$ cat config.mk
export PLATFORM = sky130hd
export DESIGN_NAME = mem_port_arb
export DESIGN_NICKNAME = d
export VERILOG_FILES = /design/src/rtl/mem_port_arb_pkg.sv /design/src/rtl/mem_port_arb_fetch_align.sv /design/src/rtl/mem_port_arb.sv
export SDC_FILE = /design/constraint.sdc
export NUM_CORES = 1
export LEC_CHECK = 0
export CORE_MARGIN = 10
export CORE_UTILIZATION = 40
export DETAILED_ROUTE_END_ITERATION = 10
export PLACE_DENSITY = 0.66
export SLEW_MARGIN = 20
export SYNTH_ARGS = -nofsm -noshare
export SYNTH_HDL_FRONTEND = slang
export SYNTH_SLANG_ARGS = --single-unit
$ cat constraint.sdc
create_clock -name clk -period 5.1 [get_ports clk]
set_input_delay 1.02 -clock clk [delete_from_list [all_inputs] [get_ports clk]]
set_output_delay 1.02 -clock clk [all_outputs]
set_load 0.02 [all_outputs]
$ cat src/rtl/mem_port_arb_pkg.sv
// Shared types and default sizes for the fetch/data memory port arbiter.
package mem_port_arb_pkg;

  localparam int unsigned MEM_BYTES_DEFAULT  = 32'd16384;
  localparam int unsigned STARVE_MAX_DEFAULT = 32'd4;

  typedef enum logic [1:0] {
    IDLE  = 2'd0,
    FETCH = 2'd1,
    DATA  = 2'd2,
    RESP  = 2'd3
  } state_t;

  // Index of the current 64-bit beat within a fetch (0..2).
  typedef logic [1:0] beat_t;

  // A 10-byte fetch spans three beats only when it starts at the last byte of a word.
  function automatic beat_t last_beat(input logic [2:0] offset);
    return (offset == 3'd7) ? 2'd2 : 2'd1;
  endfunction

endpackage

$ cat src/rtl/mem_port_arb_fetch_align.sv
// Picks the 10 instruction bytes starting at the fetch offset out of the
// three-beat little-endian fetch buffer.
module fetch_align (
  input  logic [191:0] beats,
  input  logic [2:0]   offset,
  output logic [79:0]  window
);

  // byte 'offset' of beat 0 lands in window bits 7:0
  always_comb begin
    window = beats[{offset, 3'b000} +: 80];
  end

endmodule

$ cat src/rtl/mem_port_arb.sv
// Arbitrates an instruction-fetch port and a data port onto one 64-bit
// memory port, with bounded starvation of fetch by data traffic.
module mem_port_arb
  import mem_port_arb_pkg::*;
#(
  parameter int unsigned MEM_BYTES  = MEM_BYTES_DEFAULT,
  parameter int unsigned STARVE_MAX = STARVE_MAX_DEFAULT
) (
  input  logic        clk,
  input  logic        rst_n,
  input  logic        f_req,
  input  logic [63:0] f_addr,
  output logic [79:0] f_data,
  output logic        f_ack,
  output logic        f_err,
  input  logic        m_req,
  input  logic        m_we,
  input  logic [63:0] m_addr,
  input  logic [63:0] m_wdata,
  output logic [63:0] m_rdata,
  output logic        m_ack,
  output logic        m_err,
  output logic        mem_req,
  output logic        mem_we,
  output logic [63:0] mem_addr,
  output logic [63:0] mem_wdata,
  input  logic [63:0] mem_rdata,
  input  logic        mem_ack
);

  localparam int SW = (STARVE_MAX < 32'd1) ? 1 : $clog2(STARVE_MAX + 32'd1);
  localparam logic [SW-1:0] STARVE_LIM = SW'(STARVE_MAX);
  localparam logic [64:0]   MEM_LIM    = 65'(MEM_BYTES);

  state_t        state_r;
  beat_t         beat_r;
  logic [SW-1:0] starve_cnt_r;
  logic          is_fetch_r;
  logic          err_r;
  logic [2:0]    off_r;
  logic [63:0]   fbase_r;
  logic [191:0]  fbuf_r;

  logic [64:0]   m_end_s;
  logic [64:0]   f_end_s;
  logic          m_bad_s;
  logic          f_bad_s;
  logic          data_win_s;
  logic [63:0]   beat_addr_s;
  logic [79:0]   window_s;

  fetch_align u_align (
    .beats  (fbuf_r),
    .offset (off_r),
    .window (window_s)
  );

  // request legality, arbitration decision and next fetch beat address
  always_comb begin
    m_end_s     = {1'b0, m_addr} + 65'd7;
    f_end_s     = {1'b0, f_addr} + 65'd9;
    m_bad_s     = (m_addr[2:0] != 3'd0) || (m_end_s >= MEM_LIM);
    f_bad_s     = (f_end_s >= MEM_LIM);
    data_win_s  = m_req && (!f_req || (starve_cnt_r < STARVE_LIM));
    beat_addr_s = fbase_r + {59'd0, beat_r, 3'b000};
  end

  // arbitration FSM with registered memory-side and requester-side outputs
  always_ff @(posedge clk or negedge rst_n) begin
    if (!rst_n) begin
      state_r      <= IDLE;
      beat_r       <= 2'd0;
      starve_cnt_r <= '0;
      is_fetch_r   <= 1'b0;
      err_r        <= 1'b0;
      off_r        <= 3'd0;
      fbase_r      <= 64'd0;
      fbuf_r       <= 192'd0;
      f_data       <= 80'd0;
      f_ack        <= 1'b0;
      f_err        <= 1'b0;
      m_rdata      <= 64'd0;
      m_ack        <= 1'b0;
      m_err        <= 1'b0;
      mem_req      <= 1'b0;
      mem_we       <= 1'b0;
      mem_addr     <= 64'd0;
      mem_wdata    <= 64'd0;
    end else begin
      case (state_r)
        IDLE: begin
          if (data_win_s) begin
            is_fetch_r <= 1'b0;
            m_rdata    <= 64'd0;
            if (f_req && (starve_cnt_r < STARVE_LIM)) begin
              starve_cnt_r <= starve_cnt_r + SW'(1);
            end
            if (m_bad_s) begin
              err_r   <= 1'b1;
              state_r <= RESP;
            end else begin
              err_r     <= 1'b0;
              mem_req   <= 1'b1;
              mem_we    <= m_we;
              mem_addr  <= m_addr;
              mem_wdata <= m_wdata;
              state_r   <= DATA;
            end
          end else if (f_req) begin
            is_fetch_r   <= 1'b1;
            starve_cnt_r <= '0;
            off_r        <= f_addr[2:0];
            fbase_r      <= {f_addr[63:3], 3'b000};
            beat_r       <= 2'd0;
            fbuf_r       <= 192'd0;
            if (f_bad_s) begin
              err_r   <= 1'b1;
              state_r <= RESP;
            end else begin
              err_r     <= 1'b0;
              mem_req   <= 1'b1;
              mem_we    <= 1'b0;
              mem_addr  <= {f_addr[63:3], 3'b000};
              mem_wdata <= 64'd0;
              state_r   <= FETCH;
            end
          end
        end
        FETCH: begin
          // mem_ack only counts while a beat is outstanding
          if (mem_req && mem_ack) begin
            fbuf_r[{beat_r, 6'd0} +: 64] <= mem_rdata;
            mem_req <= 1'b0;
            if (beat_r == last_beat(off_r)) begin
              state_r <= RESP;
            end else begin
              beat_r <= beat_r + 2'd1;
            end
          end else if (!mem_req) begin
            mem_req  <= 1'b1;
            mem_addr <= beat_addr_s;
          end
        end
        DATA: begin
          if (mem_ack) begin
            if (!mem_we) begin
              m_rdata <= mem_rdata;
            end
            mem_req <= 1'b0;
            mem_we  <= 1'b0;
            state_r <= RESP;
          end
        end
        RESP: begin
          // first cycle raises the ack, second cycle retires it
          if (f_ack || m_ack) begin
            f_ack   <= 1'b0;
            f_err   <= 1'b0;
            m_ack   <= 1'b0;
            m_err   <= 1'b0;
            state_r <= IDLE;
          end else if (is_fetch_r) begin
            f_ack  <= 1'b1;
            f_err  <= err_r;
            f_data <= err_r ? 80'd0 : window_s;
          end else begin
            m_ack <= 1'b1;
            m_err <= err_r;
          end
        end
        default: begin
          state_r <= IDLE;
          mem_req <= 1'b0;
        end
      endcase
    end
  end

endmodule

==> flow_summary.yaml, run 1 <==
drt:
  remaining_drc_errors: 0
  wl_met2_um: 52700
  routed.top_layer: "met5"
  viasPerCell: 5.79
  vias: 24900
  routed_wl_um: 113000
  ant_nets: 0
  drt_first_pass_iters: 6
  first_iter_violations: 2642
  wl_met1_um: 46900
  wl_per_cell_um: 26.3
  wl_met3_um: 9250
final_layout:
  fill_cells: 5805
  area_delta_synth_final_pct: 35.6
  nets: 3659
  fin_util: 0.550
  drive_gt1_frac: 0.146
cts:
  cts.clk_slew.worst_paths_ps: 60
  cts_tree: "yes"
  ctsResizeCount: 0
  postCtsHoldBufs: 0
  cts_buffers: 53
  htree_levels: 2
  cts_setup_buffers: 0
  clkSinkCount: 487
  cts_buffer_depth: 3
  cts-root-buf: "clkbuf_16"
  clock_latency_ps: 650
sta:
  setup_tns_ps: 0
  hold_violations: 0
  hold_slack_ps: 366
  rsz0062_at_grt: "false"
  drv_slew: 0
  skew_ps: 43.9
  worst_pin_slew_ps: 1050
  fin_crit_sh: 0.914
  fin_crit_ps: 4660
  setup_viol: 0
  clock.fmax_mhz: 215
  relSlewSlack: 0.297
worst_setup_path:
  critPathKind: "in2reg"
  crit_family: "simple AND/OR/NAND/NOR gates"
  rr_startpoint: "beat_r[0]"
  cpPeakStageDelay_ps: 600
  crit_buf_inv: 3
  startpoint: "m_addr[26]"
  crit_fanout: 28
  worstSetupStartpointType: "input port"
  arrival_ps: 5150
  cp.required_ps: 5590
  critPathSlowestCell: "or4_4"
  end_kind: "flop"
  cp_cell_sequence: "clkdlybuf4s50_1 > nand3_2 > or4_4 > nor4_1 > buf_4 > nand3_1 > o22a_1 > or4_1 > or2_4 > o31ai_2 > o21ai_4 > buf_12 > mux2_1"
yosys:
  synth_warnings: 0
  synth_cells: 2759
  yosysTopAreaCell: "dfrtp_1"
  synth_top_area_share: 0.454
  syn_area_per_cell_um2: 9.74
  syn_area_um2: 26900
  synth_commonest_cells: "nand2_1, dfrtp_1, o21ai_0"
  synth_edf_count: 0
  synthArstFlopShare: 1.00
  synthDistinctLibCells: 73
  synthFlopType: "dfrtp_1"
  netlist_top_cells_area: "dfrtp_1, nand2_1, mux4_2"
  synth_most_common_cell: "nand2_1"
  yosysSeqAreaShare: 0.454
  syn_nets: 3033
  synth_seq_cells: 487
place:
  gp_congestion: 0.954
  portBuffers: 539
  hpwl_um: 87600
outcome:
  outcome: "completed"
global_routing:
  overflow: 0
  grt_max_degree: 106
  antenna_found_initial: 6
  grt_pass1_vias: 25200
  grt_usage: 0.283
  grt_pass1_wl_um: 169000
floorplanning:
  fp.dieW_um: 279
  coreArea_um2: 66200
  die_area_um2: 77900
  pin_count: 540
  fp-row-count: 94
  die_y_um: 279
  start_util: 0.406
pwr:
  power_leakage_uw: 0.0155
  powerDensity_nw_per_um2: 483
  peakVddDrop_mv: 0.349
min_path:
  hold_path.class: "in2async"
run:
  maxCapViolCount: 0
-- kinds of logic after synthesis --
group | share of synthesized area
AND/OR/NAND/NOR | 0.195
flip-flops | 0.454
AO/OA/AOI/OAI | 0.102
multiplexers | 0.183
buffers and inverters | 0.0359
XOR/XNOR | 0.0248
adder cells (fa/ha/maj) | 0.00587
-- power by group --
part	internal, µW	switching, µW
clock network	2480	1740
registers	4890	1110
logic	3170	4210
-- stage by stage --
step	worst slack (ps)	std cells	instance area (µm²)	total power [µW]
2_1_floorplan	683	2759	26900	10200
3_3_place_gp	-122	4194	34500	13200
3_5_place_dp	-94.9	4194	34500	13400
4_1_cts	529	4294	36400	17700
5_1_grt	308	4297	36400	18500
6_report	438	4300	36400	17600
-- worst reg2reg max path: stages, from the launching register on --
cell and delay [ps]:
dfrtp_1 630, ha_1 260, inv_1 60, fa_1 420
nor3b_1 430, nor2b_1 480, nand4_1 360, buf_4 280
or2_2 340, nor3_1 190, xor2_1 110, nand2_1 130
o21ai_0 130, mux2_1 320
-- layout make-up --
cell class	instances	area (µm²)	share of cell area
antenna	6	15.0	0.000412
clock buffer	64	1430	0.0392
clock inverter	36	484	0.0133
inverter	50	188	0.00515
multi-input combinational	2030	13800	0.379
sequential	487	12200	0.335
tap	864	1080	0.0297
timing repair buffer	763	7230	0.198
-- flip-flops by register name (all words and copies together), names as in the netlist --
| signal | flops |
|---|---|
| f_ack | 1 |
| fbuf_r | 136 |
| f_data | 80 |
| mem_req | 1 |
| is_fetch_r | 1 |
| f_err | 1 |
| beat_r | 2 |
| off_r | 3 |
| m_rdata | 64 |
| state_r | 2 |
| err_r | 1 |
| m_err | 1 |
| starve_cnt_r | 3 |
| fbase_r | 61 |
| mem_wdata | 64 |
| m_ack | 1 |
| mem_we | 1 |
| mem_addr | 64 |
-- path summary, 6_finish.rpt --
check	depth (start not counted)	end	slack, ps
max	13	mem_addr[35]	440
min	1	m_rdata[16]	370
max reg2reg	13	mem_addr[43]	840
min reg2reg	2	fbuf_r[3]	470
max in group asynchronous	2	fbase_r[12]	3450
min in group clk	2	fbuf_r[3]	470
-- metal layers --
layer,up-vias,GRT usage
met5,-,0
met4,2,0.0996
met1,12400,0.370
met3,200,0.0653
li1,11200,-
met2,1150,0.453
-- cell usage in the layout, fill, tap and decap left out, types with 41 or more instances in the layout --
cell type / netlist / routed
nand4_1: 63 / 63
xnor2_1: 41 / 41
nor2_1: 78 / 76
mux4_2: 80 / 80
mux2i_1: 176 / 176
o21ai_0: 240 / 240
nand2_1: 592 / 591
inv_1: 50 / 50
a22o_1: 66 / 66
clkdlybuf4s50_1: 0 / 538
mux2_2: 63 / 63
dfrtp_1: 487 / 484
buf_4: 0 / 212
nand3_1: 202 / 201
mux2_1: 57 / 57
clkbuf_16: 0 / 53
Power figures use the tool's default switching activity.
==> inputs of run 2 (changes only) <==
- ABC_AREA: unset -> 1
- PLACE_DENSITY: 0.66 -> 0.65
==> flow_summary.yaml, run 2 <==
pwr:
  power_uw: 20300
  power_leakage_uw: 0.0168
  peakVddDrop_mv: 0.425
  powerDensity_nw_per_um2: 533
floorplanning:
  fp.dieW_um: 291
  pin_count: 540
  die_area_um2: 84400
  coreArea_um2: 72700
  die_y_um: 291
  start_util: 0.403
  fp-row-count: 99
cts:
  cts_setup_buffers: 0
  clkSinkCount: 487
  ctsResizeCount: 0
  cts-root-buf: "clkbuf_16"
  cts_tree: "yes"
  cts.clk_slew.worst_paths_ps: 60
  clock_latency_ps: 660
  htree_levels: 2
  postCtsHoldBufs: 0
  cts_buffer_depth: 3
  cts_buffers: 55
yosys:
  yosysSeqAreaShare: 0.416
  synth_warnings: 0
  synth_commonest_cells: "nand2_1, o21ai_0, dfrtp_1"
  synthArstFlopShare: 1.00
  synthFlopType: "dfrtp_1"
  synth_most_common_cell: "nand2_1"
  syn_area_per_cell_um2: 7.00
  netlist_top_cells_area: "dfrtp_1, nand2_1, o21ai_0"
  synth_cells: 4183
  syn_area_um2: 29300
  yosysTopAreaCell: "dfrtp_1"
  syn_nets: 4457
  synth_top_area_share: 0.416
  synthDistinctLibCells: 47
  synth_edf_count: 0
  synth_seq_cells: 487
sta:
  fin_crit_ps: 4070
  fin_crit_sh: 0.798
  skew_ps: 57.5
  rsz0062_at_grt: "false"
  worst_pin_slew_ps: 1080
  clock.fmax_mhz: 246
  hold_violations: 0
  drv_slew: 0
  setup_tns_ps: 0
  relSlewSlack: 0.275
  setup_viol: 0
run:
  maxCapViolCount: 0
final_layout:
  largest_reg_flops: 136
  reg.largest.list: "fbuf_r x136, f_data x80"
  final_cell_mix: "nand2_1, clkdlybuf4s50_1, o21ai_0"
  top_register: "fbuf_r"
  final_common_cell: "nand2_1"
  area_delta_synth_final_pct: 29.8
  nets: 4937
  drive_gt1_frac: 0.0550
drt:
  routed_wl_um: 146000
  drt_first_pass_iters: 6
  first_iter_violations: 3170
  vias: 31300
  viasPerCell: 5.53
  ant_nets: 0
  wl_per_cell_um: 25.7
  remaining_drc_errors: 0
global_routing:
  grt_pass1_wl_um: 212000
  antenna_found_initial: 0
  grt_usage: 0.332
  overflow: 0
  grt_pass1_vias: 31000
  grt_max_degree: 110
outcome:
  outcome: "completed"
worst_setup_path:
  worstSetupStartpointType: "input port"
  arrival_ps: 4610
  cp_cell_sequence: "clkdlybuf4s50_1 > inv_1 > nor3_1 > buf_4 > nand2_1 > nor2_1 > nand2_1 > nor2_1 > nor2_1 > nor2_1 > nand2_1 > nor2_1 > nand2_1 > nor2_1 > nand3_1 > buf_4 > nand3_2 > buf_4 > buf_12 > nand3_1 > nand2_1"
  crit_buf_inv: 6
  cp.required_ps: 5640
  critPathSlowestCell: "clkdlybuf4s50_1"
  end_kind: "flop"
  critPathKind: "in2reg"
  cpMostUsedCell: "nor2_1"
  cpPeakStageDelay_ps: 750
  crit_family: "simple AND/OR/NAND/NOR gates"
  crit_fanout: 26
place:
  hpwl_um: 116000
  gp_congestion: 1.07
  portBuffers: 539
min_path:
  hold_path.class: "in2async"
## run 2: cell count changes after synthesis, sizes merged, moves of 52 or more
cell and change:
nor2 +328, inv +363, a32o +60, o21ai +289
mux2i -145, a22o -52, mux4 -80, mux2 -119
nand3 +182, nand2 +678
## run 2: final timing paths
path | from | endpoint | slack [ps] | depth (start not counted)
setup reg to reg | fbase_r[3] | mem_addr[41] | 1260 | 16
hold / removal | rst_n | m_rdata[38] | 360 | 1
min in group clk | mem_addr[41] | mem_addr[41] | 470 | 2
hold reg to reg | mem_addr[41] | mem_addr[41] | 470 | 2
max in group asynchronous | rst_n | mem_wdata[52] | 3510 | 2
setup / recovery | f_addr[36] | mem_addr[37] | 1030 | 21
## run 2: area by class of cell
type / instances / area [µm²]
sequential: 487 / 12200
multi-input combinational: 3065 / 14700
inverter: 415 / 1560
antenna: 1 / 2.50
timing repair buffer: 639 / 6360
tap: 959 / 1200
clock inverter: 29 / 482
fill: 7248 / 34700
clock buffer: 73 / 1530
## run 2: through the flow
step / utilization / std cells / cell area, µm² / setup WS [ps] / hold WS [ps]
floorplan: - / 4183 / 29300 / 2200 / 444
global route: 0.523 / 5667 / 38000 / 864 / 492
finish: 0.523 / 5668 / 38000 / 1030 / 363
detailed placement: 0.495 / 5565 / 36000 / 554 / 458
global placement: 0.495 / 5565 / 36000 / 503 / 454
CTS: 0.523 / 5667 / 38000 / 1170 / 471
## run 2: routing by layer
layer / up-vias / wire, µm / GRT usage
li1: 14700 / - / -
met1: 15000 / 57700 / 0.402
met2: 1374 / 69800 / 0.566
met3: 317 / 9520 / 0.0506
met4: 0 / 8800 / 0.173
met5: - / 0 / 0
## run 2: kinds of logic (layout without fill, tap and decap cells)
group	after synthesis	in the layout	synth area share
buffers and inverters	631	1156	0.0848
AOI/OAI and AO/OA	750	750	0.146
other	0	1	0
xor gates and xnor gates	72	72	0.0215
DFF	487	487	0.416
adders and majority gates	12	12	0.00539
muxes	32	32	0.0110
and+or+nand+nor	2199	2199	0.315
## run 2: report_power, final
part	switching [µW]	internal (µW)	total, µW
Clock	1840	2640	4480
Combinational	6370	3360	9730
Sequential	1090	4960	6060
